File: src/rtl/riscv_wbu_regfile_if.sv
// Writeback/register-file bundle: ALU and LSU write sources, read ports,
// busy scoreboard and the commit observation signals.
interface riscv_wbu_regfile_if;
  logic        alu_wr_en;
  logic [4:0]  alu_wr_addr;
  logic [31:0] alu_wr_data;
  logic        lsu_wr_vld;
  logic        lsu_wr_rdy;
  logic [4:0]  lsu_wr_addr;
  logic [31:0] lsu_wr_data;
  logic [4:0]  rs1_addr;
  logic [4:0]  rs2_addr;
  logic [31:0] rs1_data;
  logic [31:0] rs2_data;
  logic        set_busy_en;
  logic [4:0]  set_busy_addr;
  logic [31:0] busy;
  logic        alu_stall;
  logic        commit_vld;
  logic        commit_src;
  logic [4:0]  commit_addr;
  logic [31:0] commit_data;

  modport master (
    output alu_wr_en, alu_wr_addr, alu_wr_data,
    output lsu_wr_vld, lsu_wr_addr, lsu_wr_data,
    output rs1_addr, rs2_addr, set_busy_en, set_busy_addr,
    input  lsu_wr_rdy, rs1_data, rs2_data, busy, alu_stall,
    input  commit_vld, commit_src, commit_addr, commit_data
  );

  modport slave (
    input  alu_wr_en, alu_wr_addr, alu_wr_data,
    input  lsu_wr_vld, lsu_wr_addr, lsu_wr_data,
    input  rs1_addr, rs2_addr, set_busy_en, set_busy_addr,
    output lsu_wr_rdy, rs1_data, rs2_data, busy, alu_stall,
    output commit_vld, commit_src, commit_addr, commit_data
  );
endinterface

File: src/rtl/riscv_wbu_regfile.sv
// Writeback unit: ALU writes always win the single register-file write port,
// LSU loads wait in a small FIFO, with forwarding reads, a busy scoreboard
// and a starvation guard that asks issue to hold off ALU ops.
module riscv_wbu_regfile #(
  parameter int LSU_BUF_DEPTH = 2,
  parameter int STARVE_LIMIT  = 4
) (
  input logic                 clock,
  input logic                 reset,
  riscv_wbu_regfile_if.slave  wb
);

  localparam int PTR_W = (LSU_BUF_DEPTH > 1) ? $clog2(LSU_BUF_DEPTH) : 1;
  localparam int CNT_W = PTR_W + 1;
  localparam int STV_W = $clog2(STARVE_LIMIT + 1);

  logic [31:0]      regs [32];
  logic [4:0]       fifo_addr [LSU_BUF_DEPTH];
  logic [31:0]      fifo_data [LSU_BUF_DEPTH];
  logic [PTR_W-1:0] wr_ptr, rd_ptr;
  logic [CNT_W-1:0] count;
  logic             fifo_empty, push, pop;

  logic             commit_vld, commit_src;
  logic [4:0]       commit_addr;
  logic [31:0]      commit_data;

  logic [STV_W-1:0] starve_cnt, starve_next;
  logic             alu_stall;
  logic [31:0]      busy, busy_next;

  assign fifo_empty    = (count == '0);
  assign wb.lsu_wr_rdy = (count < CNT_W'(LSU_BUF_DEPTH));
  assign push          = wb.lsu_wr_vld && wb.lsu_wr_rdy;

  // Arbitration: ALU first, otherwise drain the FIFO head.
  always_comb begin
    commit_vld  = 1'b0;
    commit_src  = 1'b0;
    commit_addr = '0;
    commit_data = '0;
    pop         = 1'b0;
    if (wb.alu_wr_en) begin
      commit_vld  = 1'b1;
      commit_addr = wb.alu_wr_addr;
      commit_data = wb.alu_wr_data;
    end else if (!fifo_empty) begin
      commit_vld  = 1'b1;
      commit_src  = 1'b1;
      commit_addr = fifo_addr[rd_ptr];
      commit_data = fifo_data[rd_ptr];
      pop         = 1'b1;
    end
  end

  assign wb.commit_vld  = commit_vld;
  assign wb.commit_src  = commit_src;
  assign wb.commit_addr = commit_addr;
  assign wb.commit_data = commit_data;

  // LSU FIFO storage, pointers and occupancy.
  always_ff @(posedge clock) begin
    if (reset) begin
      wr_ptr <= '0;
      rd_ptr <= '0;
      count  <= '0;
    end else begin
      if (push) begin
        fifo_addr[wr_ptr] <= wb.lsu_wr_addr;
        fifo_data[wr_ptr] <= wb.lsu_wr_data;
        wr_ptr            <= wr_ptr + PTR_W'(1);
      end
      if (pop) rd_ptr <= rd_ptr + PTR_W'(1);
      if (push && !pop)      count <= count + CNT_W'(1);
      else if (pop && !push) count <= count - CNT_W'(1);
    end
  end

  // Architectural array; x0 is never written so it always reads 0.
  always_ff @(posedge clock) begin
    if (reset) begin
      for (int i = 0; i < 32; i++) regs[i] <= '0;
    end else if (commit_vld && commit_addr != 5'd0) begin
      regs[commit_addr] <= commit_data;
    end
  end

  // Read ports with forwarding from the committing write.
  always_comb begin
    wb.rs1_data = regs[wb.rs1_addr];
    wb.rs2_data = regs[wb.rs2_addr];
    if (commit_vld && commit_addr == wb.rs1_addr && wb.rs1_addr != 5'd0)
      wb.rs1_data = commit_data;
    if (commit_vld && commit_addr == wb.rs2_addr && wb.rs2_addr != 5'd0)
      wb.rs2_data = commit_data;
  end

  // Starvation counter next value: counts ALU-blocked cycles of a waiting head.
  always_comb begin
    starve_next = starve_cnt;
    if (pop || fifo_empty)
      starve_next = '0;
    else if (wb.alu_wr_en && starve_cnt != STV_W'(STARVE_LIMIT))
      starve_next = starve_cnt + STV_W'(1);
  end

  // Starvation counter and registered stall request.
  always_ff @(posedge clock) begin
    if (reset) begin
      starve_cnt <= '0;
      alu_stall  <= 1'b0;
    end else begin
      starve_cnt <= starve_next;
      if (pop)
        alu_stall <= 1'b0;
      else if (starve_next == STV_W'(STARVE_LIMIT))
        alu_stall <= 1'b1;
    end
  end

  assign wb.alu_stall = alu_stall;

  // Scoreboard next value: commit clears, issue set wins, x0 never busy.
  always_comb begin
    busy_next = busy;
    if (commit_vld) busy_next[commit_addr] = 1'b0;
    if (wb.set_busy_en) busy_next[wb.set_busy_addr] = 1'b1;
    busy_next[0] = 1'b0;
  end

  // Scoreboard register.
  always_ff @(posedge clock) begin
    if (reset) busy <= '0;
    else       busy <= busy_next;
  end

  assign wb.busy = busy;

endmodule

File: src/flat_wrapper.sv
// flat-port wrapper written by rule: the top's interface ports become plain ports
module riscv_wbu_regfile_flat 
#(
  parameter int LSU_BUF_DEPTH = 2,
  parameter int STARVE_LIMIT  = 4
)
  (clock, reset, wb_alu_wr_en, wb_alu_wr_addr, wb_alu_wr_data, wb_lsu_wr_vld, wb_lsu_wr_addr, wb_lsu_wr_data, wb_rs1_addr, wb_rs2_addr, wb_set_busy_en, wb_set_busy_addr, wb_lsu_wr_rdy, wb_rs1_data, wb_rs2_data, wb_busy, wb_alu_stall, wb_commit_vld, wb_commit_src, wb_commit_addr, wb_commit_data);
  riscv_wbu_regfile_if wb_i ();
  input logic clock;
  input logic reset;
  input wire logic [$bits(wb_i.alu_wr_en)-1:0] wb_alu_wr_en;
  input wire logic [$bits(wb_i.alu_wr_addr)-1:0] wb_alu_wr_addr;
  input wire logic [$bits(wb_i.alu_wr_data)-1:0] wb_alu_wr_data;
  input wire logic [$bits(wb_i.lsu_wr_vld)-1:0] wb_lsu_wr_vld;
  input wire logic [$bits(wb_i.lsu_wr_addr)-1:0] wb_lsu_wr_addr;
  input wire logic [$bits(wb_i.lsu_wr_data)-1:0] wb_lsu_wr_data;
  input wire logic [$bits(wb_i.rs1_addr)-1:0] wb_rs1_addr;
  input wire logic [$bits(wb_i.rs2_addr)-1:0] wb_rs2_addr;
  input wire logic [$bits(wb_i.set_busy_en)-1:0] wb_set_busy_en;
  input wire logic [$bits(wb_i.set_busy_addr)-1:0] wb_set_busy_addr;
  output wire logic [$bits(wb_i.lsu_wr_rdy)-1:0] wb_lsu_wr_rdy;
  output wire logic [$bits(wb_i.rs1_data)-1:0] wb_rs1_data;
  output wire logic [$bits(wb_i.rs2_data)-1:0] wb_rs2_data;
  output wire logic [$bits(wb_i.busy)-1:0] wb_busy;
  output wire logic [$bits(wb_i.alu_stall)-1:0] wb_alu_stall;
  output wire logic [$bits(wb_i.commit_vld)-1:0] wb_commit_vld;
  output wire logic [$bits(wb_i.commit_src)-1:0] wb_commit_src;
  output wire logic [$bits(wb_i.commit_addr)-1:0] wb_commit_addr;
  output wire logic [$bits(wb_i.commit_data)-1:0] wb_commit_data;
  assign wb_i.alu_wr_en = wb_alu_wr_en;
  assign wb_i.alu_wr_addr = wb_alu_wr_addr;
  assign wb_i.alu_wr_data = wb_alu_wr_data;
  assign wb_i.lsu_wr_vld = wb_lsu_wr_vld;
  assign wb_i.lsu_wr_addr = wb_lsu_wr_addr;
  assign wb_i.lsu_wr_data = wb_lsu_wr_data;
  assign wb_i.rs1_addr = wb_rs1_addr;
  assign wb_i.rs2_addr = wb_rs2_addr;
  assign wb_i.set_busy_en = wb_set_busy_en;
  assign wb_i.set_busy_addr = wb_set_busy_addr;
  assign wb_lsu_wr_rdy = wb_i.lsu_wr_rdy;
  assign wb_rs1_data = wb_i.rs1_data;
  assign wb_rs2_data = wb_i.rs2_data;
  assign wb_busy = wb_i.busy;
  assign wb_alu_stall = wb_i.alu_stall;
  assign wb_commit_vld = wb_i.commit_vld;
  assign wb_commit_src = wb_i.commit_src;
  assign wb_commit_addr = wb_i.commit_addr;
  assign wb_commit_data = wb_i.commit_data;
  riscv_wbu_regfile #(.LSU_BUF_DEPTH(LSU_BUF_DEPTH), .STARVE_LIMIT(STARVE_LIMIT)) u_core (.clock(clock), .reset(reset), .wb(wb_i));
endmodule
File: config.mk
export PLATFORM = sky130hd
export DESIGN_NAME = riscv_wbu_regfile_flat
export DESIGN_NICKNAME = d
export VERILOG_FILES = /design/src/rtl/riscv_wbu_regfile_if.sv /design/src/rtl/riscv_wbu_regfile.sv /design/src/flat_wrapper.sv
export SDC_FILE = /design/constraint.sdc
export NUM_CORES = 2
export LEC_CHECK = 0
export CAP_MARGIN = 20
export CELL_PAD_IN_SITES_DETAIL_PLACEMENT = 0
export CELL_PAD_IN_SITES_GLOBAL_PLACEMENT = 1
export CORE_ASPECT_RATIO = 2
export CORE_UTILIZATION = 56
export CTS_CLUSTER_DIAMETER = 50
export DETAILED_ROUTE_END_ITERATION = 8
export PLACE_DENSITY = 0.95
export SYNTH_ARGS = -nofsm -noshare
export SYNTH_HDL_FRONTEND = slang
export SYNTH_SLANG_ARGS = --single-unit
File: constraint.sdc
create_clock -name clock -period 9.7 [get_ports clock]
set_clock_uncertainty 0.2 [all_clocks]
set_input_delay 1.94 -clock clock [delete_from_list [all_inputs] [get_ports clock]]
set_output_delay 1.94 -clock clock [all_outputs]
set_load 0.02 [all_outputs]
==> flow_summary.yaml <==
power_and_ir_drop:
  p_sw_share_pct: 28.2
  p_clk_share_pct: 34.0
  power.leakage_nw: 23.2
  peakVddDrop_v: 0.000217
  p_sw_mw: 3.46
  pwr_density_cell_nw_per_um2: 190
  p_seq_share_pct: 47.3
  comb_power_share_pct: 18.7
  intPower_mw: 8.83
cells_and_area:
  syn2layout_area_growth_pct: 12.7
  final_layout_size_suffix_gt1_share_pct: 21.8
  final_cells: 5579
  fin_nets: 4250
timing:
  max_freq_ghz: 0.124
  fin_tns_setup_ns: 0
  setup_viol: 0
  fin_crit_ns: 8.08
  layout_setup_ws_ns: 1.62
  slew_violations: 0
  rsz0062_at_grt: "no"
  min_period_over_period_pct: 83.3
  worst_pin_slew_ns: 1.12
  relSlewSlack_pct: 25.4
  hold_violations: 0
clocking:
  cts_tree: "yes"
  root_buffer: "clkbuf_16"
  hold_buffers: 0
  cts-buffers-inserted: 94
  insertion_delay_ns: 0.73
  clk_path_buf_depth: 3
  htree_levels: 3
  post_cts_buffers: 0
  cts_num_sinks: 1138
  clk_pin_slew_ns: 0.07
  cts_resized: 0
yosys:
  yosys_warnings: 0
  ys_top_cells_by_count: "edfxtp_1 (1098), nor2_1 (1067), mux4_2 (502)"
  synth-edff-count: 1098
  synth.area.top_cells: "edfxtp_1 (57%), mux4_2 (20%), nor2_1 (7.0%), mux2i_1 (5.9%), clkbuf_1 (1.6%)"
  synth_cells: 4052
  post-synth-top-count-cell: "edfxtp_1"
  syn_area_sq_um: 57600
  synth.distinct_cells: 52
  ys_async_sr_fraction_pct: 0
  yosysTopAreaCellShare_pct: 57.3
  yosysTopAreaCell: "edfxtp_1"
  ys_ff_latch: 1138
  avgSynthCellArea_sq_um: 14.2
  seq_area_frac_synth_pct: 58.7
  synthFlopType: "edfxtp_1"
hold_path:
  hold_end: "u_core.wb.busy[20]"
  hp-class: "flop to flop"
  min_path_cells: 2
  min_from: "u_core.wb.busy[20]"
placed_design:
  hpwl_um: 112000
  gp_congestion: 0.899
  numPortBuffers: 229
  pre_cts_slack_ns: 1.58
  place_inst: 5400
worst_setup_path:
  startpoint_type: "input pin"
  critPathTopFamily: "buffers and inverters"
  critPathSlowestCell: "nand3_2"
  cp_max_fo: 19
  worstSetupEndpointType: "output port"
  path_buf_inv: 4
  required_ns: 7.56
  path_depth: 10
  worst-r2r-setup-slack_ns: 4.74
  path_class: "input pin to output port"
  reg2reg_to: "u_core.regs[8][17]"
  crit_path_max_incr_delay_ns: 0.75
  reg2reg_depth: 10
  path_cells: "buf_4 > o21bai_4 > o21a_2 > clkinv_1 > nor3_1 > a21o_1 > nand3_2 > buf_4 > mux2i_1 > clkdlybuf4s50_1"
  worstPathArrival_ns: 5.94
  cp_common_cell: "buf_4"
grt:
  grt_pass1_vias: 40240
  antenna_found_initial: 3
  grt_max_degree: 79
  track_usage_pct: 35.8
  grt_pass1_wl_um: 265000
  grt_remaining_overflow: 0
die:
  io_pins: 231
  num_rows: 166
  dieArea_sq_um: 104000
  die_h_um: 455
  die_w_um: 229
  initial_core_util_pct: 56.3
  fp.coreArea_sq_um: 102000
outcome:
  status: "completed"
flow_run:
  drv_cap: 0
route:
  first_iter_violations: 5823
  vias: 39520
  drc: 0
  drt-pass1-iter-count: 8
  routed_via_density: 7.08
  wl_per_cell_um: 33.3
  ant_nets: 0
  wirelength_um: 186000
## per-layer routing
| layer | share of wire, % | GRT usage (%) | vias to the layer above |
|---|---|---|---|
| li1 | - | - | 15518 |
| met1 | 29 | 41.3 | 19312 |
| met2 | 48 | 57.6 | 3713 |
| met3 | 14 | 9.62 | 975 |
| met4 | 8.7 | 25.9 | 2 |
| met5 | 0.0092 | 0 | - |
## worst max path at each step
stage	to	slack, ns	from
6_report	wb_rs2_data[19]	1.62	wb_alu_wr_en
5_1_grt	wb_rs2_data[18]	1.33	wb_alu_wr_en
4_1_cts	wb_rs2_data[19]	1.58	wb_alu_wr_en
3_5_place_dp	wb_rs2_data[19]	1.58	wb_alu_wr_en
3_3_place_gp	wb_rs2_data[17]	1.67	wb_alu_wr_en
2_1_floorplan	wb_rs1_data[10]	3.72	wb_rs1_addr[0]
## kinds of logic after synthesis
logic type,count (synthesis),synth area share (%)
simple gates,1335,9.25
buf+inv,444,3.27
flops,1138,58.7
xor+xnor,10,0.152
other cells,1,0.00651
compound gates,276,2.97
fa+ha+maj,3,0.0652
mux,845,25.6
## flip-flops by register name, summed over array words and instances, names as in the netlist, named ones only
signal               count
u_core.starve_cnt        3
u_core.wb.alu_stall      1
u_core.wb.busy          31
u_core.rd_ptr            1
u_core.fifo_data        64
u_core.count             2
u_core.regs           1024
u_core.wr_ptr            1
u_core.fifo_addr        10
## power by group through the flow
stage	registers, mW	clock network (mW)	logic [mW]
floorplan	5.86	0	1.38
global placement	5.88	0	2.23
global route	5.84	4.33	2.39
finish	5.82	4.18	2.30
CTS	5.81	4.16	2.26
detailed placement	5.91	0	2.25
## area by class of cell
cell class / instances / area (sq um)
diodes: 1 / 2.50
clock buffers: 111 / 2480
clock inverters: 66 / 835
fillers: 7252 / 37300
inverters: 43 / 161
multi-input cells: 2502 / 22500
flip-flops and latches: 1138 / 33800
well taps: 1344 / 1680
repair buffers: 374 / 3460
## worst register-to-register path, delay by kind of cell (launching register included)
family          cells  cell delay [ns]
flops               1             0.65
simple gates        4             1.46
compound gates      1             0.32
mux                 1             0.40
buf+inv             4             1.61
## cells in the final DEF (no fill, tap or decap), types with 7 or more instances in the layout
cell	count
conb_1	33
clkinvlp_4	7
clkdlybuf4s50_1	219
bufinv_16	19
clkinv_2	17
nand2_1	112
edfxtp_1	1098
nor2b_1	8
o2111ai_1	22
a21oi_2	8
nand2_2	23
nor3_1	42
a211oi_1	24
clkbuf_1	14
and2_1	7
o22ai_1	81
mux2i_1	341
o21ai_0	41
clkinv_1	16
a21oi_4	24
nor2_1	1066
buf_4	141
inv_1	38
a21oi_1	51
mux4_2	502
dfxtp_1	39
clkbuf_16	97
a22oi_1	12
nand2b_2	33
## through the flow
step	utilization [%]	cell area (sq um)	hold slack [ns]	total power, mW
final	63.5	64900	0.280	12.3
after detailed placement	60.2	61500	0.268	8.16
after global placement	60.2	61500	0.260	8.11
after floorplan	-	57700	0.272	7.24
after CTS	63.5	64900	0.280	12.2
after global routing	63.5	64900	0.291	12.6
No activity file was read; power rests on OpenSTA's default activity.
